===== src/rtl/sync_debounce_pkg.sv =====
// Shared types and default constants for the sync_debounce block.
package sync_debounce_pkg;

    // Debounce FSM: stable low/high plus one checking state per direction.
    typedef enum logic [1:0] {
        ST_LO  = 2'd0,
        CHK_HI = 2'd1,
        ST_HI  = 2'd2,
        CHK_LO = 2'd3
    } state_e;

    localparam int unsigned DEF_SYNC_STAGES     = 2;
    localparam int unsigned DEF_DEBOUNCE_CYCLES = 4;
    localparam int unsigned DEF_CNT_W           = 8;

    // Debounced level implied by a state.
    function automatic logic state_is_high(input state_e s);
        return (s == ST_HI) || (s == CHK_LO);
    endfunction

endpackage


===== src/rtl/sync_chain.sv =====
// Multi-flop synchronizer for a single asynchronous level input.
module sync_chain
    import sync_debounce_pkg::*;
#(
    parameter int unsigned STAGES = DEF_SYNC_STAGES
) (
    input  logic clk,
    input  logic rst,
    input  logic d,
    output logic q
);

    logic [STAGES-1:0] chain;

    // Shift d through the chain; reset clears every stage.
    always_ff @(posedge clk) begin
        if (rst) begin
            chain <= '0;
        end else begin
            chain <= {chain[STAGES-2:0], d};
        end
    end

    assign q = chain[STAGES-1];

endmodule


===== src/rtl/sync_debounce.sv =====
// Synchronizer + debouncer with registered level, edge pulses and an optional
// rise counter. Define SYNC_DEBOUNCE_RISE_CNT_EN to build rise_cnt and clr;
// otherwise rise_cnt is tied to zero and clr is ignored.
module sync_debounce
    import sync_debounce_pkg::*;
#(
    parameter int unsigned SYNC_STAGES     = DEF_SYNC_STAGES,
    parameter int unsigned DEBOUNCE_CYCLES = DEF_DEBOUNCE_CYCLES,
    parameter int unsigned CNT_W           = DEF_CNT_W
) (
    input  logic             clk,
    input  logic             rst,
    input  logic             d,
    input  logic             clr,
    output logic             q,
    output logic             rise,
    output logic             fall,
    output logic [CNT_W-1:0] rise_cnt
);

    localparam int unsigned SCNT_W = $clog2(DEBOUNCE_CYCLES + 1);
    // Count value at which the next matching sample completes the debounce.
    localparam logic [SCNT_W-1:0] SCNT_LAST = SCNT_W'(DEBOUNCE_CYCLES - 1);

    logic              d_sync;
    state_e            state;
    state_e            state_nxt;
    logic [SCNT_W-1:0] scnt;
    logic [SCNT_W-1:0] scnt_nxt;
    logic              q_nxt;

    sync_chain #(
        .STAGES (SYNC_STAGES)
    ) u_sync_chain (
        .clk (clk),
        .rst (rst),
        .d   (d),
        .q   (d_sync)
    );

    // Next-state logic: count consecutive opposite-level samples before flipping.
    always_comb begin
        state_nxt = state;
        scnt_nxt  = scnt;
        unique case (state)
            ST_LO: begin
                if (d_sync) begin
                    if (DEBOUNCE_CYCLES == 1) begin
                        state_nxt = ST_HI;
                        scnt_nxt  = '0;
                    end else begin
                        state_nxt = CHK_HI;
                        scnt_nxt  = SCNT_W'(1);
                    end
                end
            end
            CHK_HI: begin
                if (!d_sync) begin
                    state_nxt = ST_LO;
                    scnt_nxt  = '0;
                end else if (scnt == SCNT_LAST) begin
                    state_nxt = ST_HI;
                    scnt_nxt  = '0;
                end else begin
                    scnt_nxt = scnt + 1'b1;
                end
            end
            ST_HI: begin
                if (!d_sync) begin
                    if (DEBOUNCE_CYCLES == 1) begin
                        state_nxt = ST_LO;
                        scnt_nxt  = '0;
                    end else begin
                        state_nxt = CHK_LO;
                        scnt_nxt  = SCNT_W'(1);
                    end
                end
            end
            CHK_LO: begin
                if (d_sync) begin
                    state_nxt = ST_HI;
                    scnt_nxt  = '0;
                end else if (scnt == SCNT_LAST) begin
                    state_nxt = ST_LO;
                    scnt_nxt  = '0;
                end else begin
                    scnt_nxt = scnt + 1'b1;
                end
            end
        endcase
        q_nxt = state_is_high(state_nxt);
    end

    // State, debounced level and edge pulses all update on the same edge.
    always_ff @(posedge clk) begin
        if (rst) begin
            state <= ST_LO;
            scnt  <= '0;
            q     <= 1'b0;
            rise  <= 1'b0;
            fall  <= 1'b0;
        end else begin
            state <= state_nxt;
            scnt  <= scnt_nxt;
            q     <= q_nxt;
            rise  <= q_nxt & ~q;
            fall  <= ~q_nxt & q;
        end
    end

`ifdef SYNC_DEBOUNCE_RISE_CNT_EN
    // Count rise pulses; clr wins over a same-cycle increment, wraps naturally.
    always_ff @(posedge clk) begin
        if (rst) begin
            rise_cnt <= '0;
        end else if (clr) begin
            rise_cnt <= '0;
        end else if (rise) begin
            rise_cnt <= rise_cnt + 1'b1;
        end
    end
`else
    logic unused_clr;
    assign unused_clr = clr;
    assign rise_cnt   = '0;
`endif

endmodule


===== config.mk =====
export PLATFORM = sky130hd
export DESIGN_NAME = sync_debounce
export DESIGN_NICKNAME = d
export VERILOG_FILES = /design/src/rtl/sync_debounce_pkg.sv /design/src/rtl/sync_chain.sv /design/src/rtl/sync_debounce.sv
export SDC_FILE = /design/constraint.sdc
export NUM_CORES = 1
export LEC_CHECK = 0
export CAP_MARGIN = 20
export CELL_PAD_IN_SITES_DETAIL_PLACEMENT = 0
export CELL_PAD_IN_SITES_GLOBAL_PLACEMENT = 1
export CORE_AREA = 2 2 41 43
export CTS_CLUSTER_DIAMETER = 80
export DETAILED_ROUTE_END_ITERATION = 8
export DIE_AREA = 0 0 43 45
export PLACE_DENSITY = 0.72
export SETUP_SLACK_MARGIN = 0.4
export SYNTH_ARGS = -nofsm -noshare
export SYNTH_HDL_FRONTEND = slang
export SYNTH_SLANG_ARGS = --single-unit

===== constraint.sdc =====
create_clock -name clk -period 1.1 [get_ports clk]
set_input_delay 0.11 -clock clk [delete_from_list [all_inputs] [get_ports clk]]
set_output_delay 0.11 -clock clk [all_outputs]
set_load 0.01 [all_outputs]

# ---- After elaboration in Yosys (flattened, before gate mapping)
# Index checks and enable logic that the tools add are counted.
dict set report totals {
  memories 0
  ram_bits 0
  rom_bits 0
  latch_bits 0
  register_bits 10
}
dict set report op_classes {
  n_reduce_logical 3
  eq_ne 8
  mux 13
  n_div 0
  n_bitwise 4
  mul 0
  shift 0
  magnitude_cmp 0
  addsub 1
}
# cell n
set ops {}
lappend ops {{3-bit two-way mux} 5}
lappend ops {{2-bit two-way mux} 6}
lappend ops {{3-bit case mux with 4 select lines} 1}
lappend ops {{2-bit == test (second input constant)} 4}
lappend ops {{2-bit case mux with 4 select lines} 1}
lappend ops {{3-bit by 1-bit adder with 3-bit output (second input constant)} 1}
lappend ops {{3-bit by 2-bit == test with 1-bit output (second input constant)} 1}
lappend ops {{1-bit bitwise AND} 2}
lappend ops {{2-bit by 1-bit == test with 1-bit output (second input constant)} 1}
lappend ops {{2-bit logical NOT} 1}
lappend ops {{2-bit by 1-bit != test with 1-bit output (second input constant)} 1}
lappend ops {{2-bit != test (second input constant)} 1}
lappend ops {{1-bit NOT} 2}
lappend ops {{2-bit AND reduction} 1}
lappend ops {{1-bit logical OR} 1}

# ---- Logic depth before layout (Yosys ltp)
# Gate-level depths: netlist (run 1).
dict set report logic_depth {
  ltp_word 8
  ltp_mapped 3
  ltp_nobuf 3
}

# ---- Modules after synthesis
# A second synthesis (run 1) with hierarchy kept.
dict set report unflattened {
  cells_unflattened 40
  area_unflattened_um2 436.7
}
# module area_per_inst_um2 cells_per_inst instances
set modules_own_cells {}
lappend modules_own_cells {sync_debounce 384.1 36 1}
lappend modules_own_cells {sync_chain 52.6 4 1}

# ---- Worst setup path before layout (run 1)
# No wires, ideal clock.
dict set report synth_path {
  path_kind {register to register}
  start {register q (netlist name)}
  end {register scnt[2]}
  arrival_ns 0.933
  required_time_ns 0.979
  setup_slack_ns 0.046
  stages_incl_launch_ff 3
  path_cell_list {dfxtp_1 -> xnor2_2 -> mux2_4}
}
# item line
set synth_lines {}
lappend synth_lines {{to (signal assigned)} sync_debounce.sv:104} ;# scnt <= scnt_nxt;
lappend synth_lines {{to (decl)} sync_debounce.sv:28} ;# logic [SCNT_W-1:0] scnt;

# ---- Worst setup path in the final report (run 1)
dict set report layout_path {
  start {register scnt[0]}
  end {register scnt[2]}
}
dict set report layout_between {
  elab_chain_cells 4
}
# item line
set layout_lines {}
lappend layout_lines {{3-bit by 1-bit adder with 3-bit output or 3-bit by 2-bit == test with 1-bit output (tied branches)} -}
lappend layout_lines {{3-bit two-way mux *} {sync_debounce.sv:61, sync_debounce.sv:83}}
lappend layout_lines {{3-bit two-way mux (on tied branches)} {sync_debounce.sv:80, sync_debounce.sv:58}}
lappend layout_lines {{3-bit case mux with 4 select lines *} sync_debounce.sv:45} ;# unique case (state)
# Mark *: on every way between the ends. The rest lies on a longest branch, timed or not.
# A chain may end at the register's enable or synchronous reset.

==> run_results.csv, run 1 <==
group,metric,value,unit
cts,clock_latency,0.26,ns
detailed_routing,drcViolationCount,0,
sta,finClkSkew,0.001493,ns
setup_path,slowest_delay,0.34,ns
synthesis,yosysMostFrequentCell,"dfxtp_1",
setup_path,reg2regPathDepth,3,
setup_path,cp_max_fo,3,
cts,ctsHtreeMaxLevel,1,
synthesis,async_flop_share,0,
placement,numPortBuffers,5,
cts,clockRootBuffer,"clkbuf_4",
layout,num_antenna_cells,0,
setup_path,r2r_start,"scnt[0]",
layout,area_delta_synth_final,41.86,%
sta,rsz0062_at_grt,"true",
layout,fillCellCount,163,
detailed_routing,vias,300,
sta,fin_crit_sh,0.9129,
pwr,p_per_area,1061,mW/mm^2
setup_path,slowest_stage,"dfxtp_2",
min_path,holdPathStages,3,
synthesis,synth.avg_cell_area,10.76,um^2
setup_path,cp.buffers_inverters,0,
synthesis,synthTopCellsByArea,"dfxtp_1 (42%), buf_4 (14%), mux2i_1 (4.7%), nor4b_1 (4.1%), xnor2_2 (3.8%)",
pwr,leakage,0.2444,nW
placement,gp_congestion,0.6971,
setup_path,cp-start-kind,"flop",
setup_path,r2r_slack,0.1,ns
setup_path,crit_path_end_kind,"flop",
cts,clk_path_buf_depth,2,
placement,dp_hpwl,488.3,um
synthesis,ys_seq_elements,9,
floorplan,core_area,0.001471,mm^2
grt,grt_max_degree,8,
floorplan,initial_core_util,0.2925,
synthesis,ys_warn_count,0,
sta,clock.fmax,0.9958,GHz
setup_path,required,1.30,ns
floorplan,io_pins,15,
sta,drv_slew,0,
synthesis,seq_area_frac_synth,0.4186,
detailed_routing,firstDrtPassIters,3,
cts,cts_tree,"done",
sta,setup_viol,0,
setup_path,cp_top_family,"flip-flops",
min_path,worstHoldStart,"rst",
pwr,ir_drop,0.8393,mV
layout,final_nets,60,
status,status,"finished, final reports clean",
grt,grt_pass1_wl,1297,um
synthesis,synth_edf_count,0,
cts,clkSlewWorstSetupHoldPaths,0.06,ns
detailed_routing,wl,738,um
sta,hold_viol,0,
detailed_routing,detail_route.wl_per_cell,10.54,um
floorplan,die_h,45,um
layout,final_cell_area,610.6,um^2
cts,cts_sinks,9,
min_path,hold-path-endpoint,"u_sync_chain.chain[1]",
min_path,hold_path.class,"input port to flop",
detailed_routing,ant_nets,0,
floorplan,die_area,0.001935,mm^2
detailed_routing,via_per_inst,4.286,
grt,grt_pass1_vias,288,
cts,numCtsBuffers,3,
setup_path,cp.arrival,1.21,ns
layout,drive_gt1_frac,0.5000,
synthesis,synth_top_area_cell,"dfxtp_1",
synthesis,synth_top_area_frac,0.4186,
synthesis,synthFlopType,"dfxtp_1",
synthesis,netlist_instances,40,
synthesis,synth_common_cells,"dfxtp_1 (9), buf_4 (8)",
synthesis,syn-cell-area,430.4,um^2
floorplan,dieWidth,43,um
grt,antenna_found_initial,0,
flow_run,drv_cap,0,
grt,gr-total-overflow,0,
setup_path,rr_endpoint,"scnt[2]",
floorplan,rows,14,
cts,hold_buffers,0,
grt,grt_usage,0.09444,
sta,period_minus_slack,1.004,ns
synthesis,yosysUniqueCellTypes,21,
placement,placed_area,516.7,um^2
setup_path,crit_type,"flop to flop",
detailed_routing,initialDrtViolationCount,2,
layout,fin_util,0.4150,
setup_path,crit_path_cell_trace,"ha_4, nor4bb_4, mux2_4",
state kept, by name, summed over array words and instances (netlist names):
name                cells
fall                    1
q                       1
rise                    1
scnt                    3
state                   1
u_sync_chain.chain      2
how the worst max path moves through the flow:
stage | from | slack [ns] | cells after the start | end
6_report | scnt[0] | 0.1 | 3 | scnt[2]
4_1_cts | scnt[0] | 0.10 | 3 | scnt[2]
5_1_grt | scnt[0] | 0.03 | 3 | q
3_5_place_dp | rst | -0.13 | 4 | scnt[0]
2_1_floorplan | u_sync_chain.chain[1] | 0.14 | 2 | scnt[2]
3_3_place_gp | rst | -0.11 | 4 | scnt[0]
metrics by stage:
stage	TNS (ns)	hold slack, ns	worst slack [ns]	std cells	total power, mW
floorplan	0	0.2382	0.1360	47	0.3968
global placement	-0.5094	0.4232	-0.1146	62	0.3926
detailed placement	-0.5387	0.4501	-0.1253	62	0.3937
CTS	0	0.4118	0.1021	68	0.6596
global route	0	0.4448	0.02835	70	0.6876
finish	0	0.4225	0.09582	70	0.6480
power breakdown:
part,internal (mW),switching [mW]
clock network,0.140,0.111
registers,0.329,0.00666
logic,0.0307,0.0306
logic make-up (layout without fill, tap and decap cells):
group,Yosys count,in the layout,synth area share
muxes,3,3,0.08139
xor gates and xnor gates,1,1,0.03780
buffers and inverters,10,17,0.1599
other,1,8,0.008713
AOI/OAI and AO/OA,2,2,0.03490
DFF,9,9,0.4186
and+or+nand+nor,13,13,0.2297
adders and majority gates,1,1,0.02907
timing repair:
| item | 4_1_cts | 5_1_grt |
|---|---|---|
| endpoints found under the setup margin | 11 | 10 |
| gates resized for setup | 19 | 5 |
| setup buffers | 2 | 2 |
| pin swaps | 2 | 2 |
final cells by class:
| type | instances | area [um^2] | area share |
|---|---|---|---|
| clock buffers | 4 | 26.28 | 0.04303 |
| inverters | 1 | 3.754 | 0.006148 |
| multi-input cells | 28 | 265.3 | 0.4344 |
| flip-flops and latches | 9 | 192.7 | 0.3156 |
| well taps | 16 | 20.02 | 0.03279 |
| repair buffers | 12 | 102.6 | 0.1680 |
metal layers:
metal	vias to the layer above	wire, um	GRT usage
met5	-	0	0
met3	0	28	0.06000
met1	140	298	0.1034
met2	7	411	0.1576
met4	0	0	0.01818
li1	153	-	-
worst reg2reg max path, delay by kind of cell (launching register included):
| kind | cells | cell delay (ns) |
|---|---|---|
| DFF | 1 | 0.34 |
| adders and majority gates | 1 | 0.17 |
| muxes | 1 | 0.18 |
| and+or+nand+nor | 1 | 0.27 |
cell usage in the layout, fill, tap and decap left out, drive strengths merged, types with 2 or more instances in the layout:
cell / synthesis / final
mux2i: 2 / 2
buf: 9 / 10
conb: 1 / 8
clkbuf: 0 / 4
nor4b: 2 / 2
nand3b: 2 / 2
nor2b: 2 / 2
dfxtp: 9 / 9
Power figures use the tool's default switching activity.
==> inputs of run 2 (changes only) <==
Settings changed: ABC_AREA set to 1, PLACE_DENSITY 0.72 to 0.73, SYNTH_HIERARCHICAL set to 1.
==> run 2 against run 1 <==
  * Clock power up 3%
  * First-iteration DRC count is the same
  * Wire length decreased by 13%
  * Area after synthesis shrank 7.0%
  * Final area fell by 4.3%
  * Critical path type unchanged
  * Largest power group unchanged
==> run_results.csv, run 2 <==
group,metric,value,unit
grt,grt_pass1_vias,259,
synthesis,async_flop_share,0,
layout,top_regs,"scnt: 3 flops, state: 2 flops, u_sync_chain/chain: 2 flops",
setup_path,cp.buffers_inverters,0,
pwr,finalPower,0.6464,mW
floorplan,die_area,0.001935,mm^2
synthesis,ys_seq_elements,9,
layout,stdcell_count,78,
grt,grt_usage,0.07757,
floorplan,rows,14,
grt,grt_pass1_wl,1028,um
synthesis,synth_top_area_frac,0.4500,
setup_path,crit_type,"flop to flop",
grt,antenna_found_initial,0,
synthesis,synthTopCellsByArea,"dfxtp_1 (45%), buf_4 (15%), nand2_1 (8.4%), inv_1 (6.6%), nor2_1 (4.7%)",
pwr,p_sw,0.1616,mW
layout,final_cell_mix,"conb_1 (8), nor2_1 (5), dfxtp_2 (5), inv_1 (4)",
synthesis,ys_warn_count,6,
cts,hold_buffers,0,
flow_run,drv_cap,0,
sta,finClkSkew,0.003192,ns
cts,numCtsBuffers,3,
pwr,p_per_area,1106,mW/mm^2
setup_path,cp_max_fo,6,
detailed_routing,drcViolationCount,0,
setup_path,crit_path_cell_trace,"ha_4, nand3b_4, and3_4",
synthesis,synth_common_cells,"dfxtp_1 (9), nand2_1 (9), buf_4 (8), inv_1 (7), nor2_1 (5)",
detailed_routing,firstDrtPassIters,3,
detailed_routing,detail_route.wl_per_cell,8.192,um
sta,fin_crit_sh,0.8382,
sta,fin_setup_tns,0,ns
sta,hold_viol,0,
floorplan,die_h,45,um
setup_path,required,1.26,ns
setup_path,slowest_delay,0.35,ns
min_path,holdPathStages,3,
setup_path,path_depth,3,
placement,numPortBuffers,5,
setup_path,crit_path_end_kind,"flop",
synthesis,seq_area_frac_synth,0.4500,
floorplan,initial_core_util,0.2721,
setup_path,cp_top_family,"flip-flops",
pwr,leakage,0.2890,nW
cts,clock_latency,0.26,ns
synthesis,synth_edf_count,0,
setup_path,slowest_stage,"dfxtp_2",
cts,cts_tree,"done",
detailed_routing,initialDrtViolationCount,2,
layout,num_antenna_cells,0,
floorplan,core_area,0.001471,mm^2
sta,drv_slew,0,
synthesis,synth_top_area_cell,"dfxtp_1",
grt,gr-total-overflow,0,
layout,area_delta_synth_final,45.94,%
setup_path,reg2regPathDepth,3,
setup_path,r2r_slack,0.18,ns
synthesis,syn-cell-area,400.4,um^2
layout,final_nets,68,
cts,clkSlewWorstSetupHoldPaths,0.07,ns
cts,clockRootBuffer,"clkbuf_4",
synthesis,netlist_instances,51,
sta,clock.fmax,1.085,GHz
cts,cts_sinks,9,
pwr,power.share.clock,0.399,
floorplan,dieWidth,43,um
sta,rsz0062_at_grt,"true",
layout,drive_gt1_frac,0.5484,
sta,period_minus_slack,0.9220,ns
detailed_routing,ant_nets,0,
setup_path,cp.arrival,1.08,ns
pwr,seqPwrFrac,0.520,
detailed_routing,wl,639,um
detailed_routing,via_per_inst,4.077,
floorplan,io_pins,15,
synthesis,synthFlopType,"dfxtp_1",
pwr,ir_drop,0.4853,mV
min_path,hold_path.class,"input port to flop",
placement,dp_cells,72,
cts,ctsHtreeMaxLevel,1,
synthesis,yosysUniqueCellTypes,14,
grt,grt_max_degree,7,
layout,top_register,"scnt",
pwr,internal-power,0.4848,mW
setup_path,cp-start-kind,"flop",
cts,clk_path_buf_depth,2,
sta,setup_viol,0,
placement,dp_hpwl,454.8,um
status,status,"finished, final reports clean",
synthesis,synth.avg_cell_area,7.851,um^2
pwr,power_frac_comb,0.081,
layout,largest_register_ffs,3,
layout,mostFrequentLayoutCell,"conb_1",
pwr,switching_share,0.2500,
placement,gp_congestion,0.7055,
detailed_routing,vias,318,
==> run 2: worst paths after layout <==
check	startpoint	end
min reg2reg	u_sync_chain/chain[0]	u_sync_chain/chain[1]
max	scnt[0]	state[0]
max reg2reg	scnt[0]	state[0]
min	d	u_sync_chain/chain[0]
==> run 2: power groups by stage <==
stage / logic (mW) / registers [mW] / clock network [mW]
finish: 0.0524 / 0.336 / 0.258
global route: 0.0596 / 0.337 / 0.288
CTS: 0.0473 / 0.336 / 0.275
detailed placement: 0.0439 / 0.344 / 0
global placement: 0.0436 / 0.344 / 0
floorplan: 0.0497 / 0.343 / 0
==> run 2: kinds of logic after synthesis <==
family / after synthesis / share of synthesized area
AOI/OAI and AO/OA: 3 / 0.03749
and+or+nand+nor: 22 / 0.2563
buffers and inverters: 15 / 0.2156
adders and majority gates: 1 / 0.03125
DFF: 9 / 0.4500
other: 1 / 0.009366
==> run 2: worst min-delay path, stage by stage <==
cell	delay [ns]
clkdlybuf4s50_1	0.40
inv_1	0.05
nor2_1	0.03
==> run 2: what timing repair did <==
item / CTS / global route
buffers inserted: 2 / 0
pin swaps: 2 / 4
gates cloned: 0 / 0
endpoints found under the setup margin: 10 / 10
resized for setup: 13 / 19
==> run 2: cell type report <==
type                       count  area, um^2
clock inverter                 1       5.005
multi-input combinational     34       237.7
sequential                     9       193.9
tap                           16       20.02
timing repair buffer           8       76.32
clock buffer                   3       22.52
fill                         167       887.1
inverter                       7       28.78
==> run 2: metal layers <==
layer / share of wire / global-route usage
met3: 0.063 / 0.02400
met5: 0 / 0
met1: 0.42 / 0.09113
met2: 0.51 / 0.1030
met4: 0.014 / 0.09091
==> run 2: metrics by stage <==
step	utilization	hold WS [ns]	area, um^2	setup WS [ns]
2_1_floorplan	-	0.1717	471.7	0.2353
3_3_place_gp	0.3325	0.3870	489.2	0.1288
3_5_place_dp	0.3325	0.3880	489.2	0.1259
4_1_cts	0.3546	0.3516	521.8	0.1845
5_1_grt	0.3971	0.3977	584.3	0.1201
6_report	0.3971	0.3621	584.3	0.1780
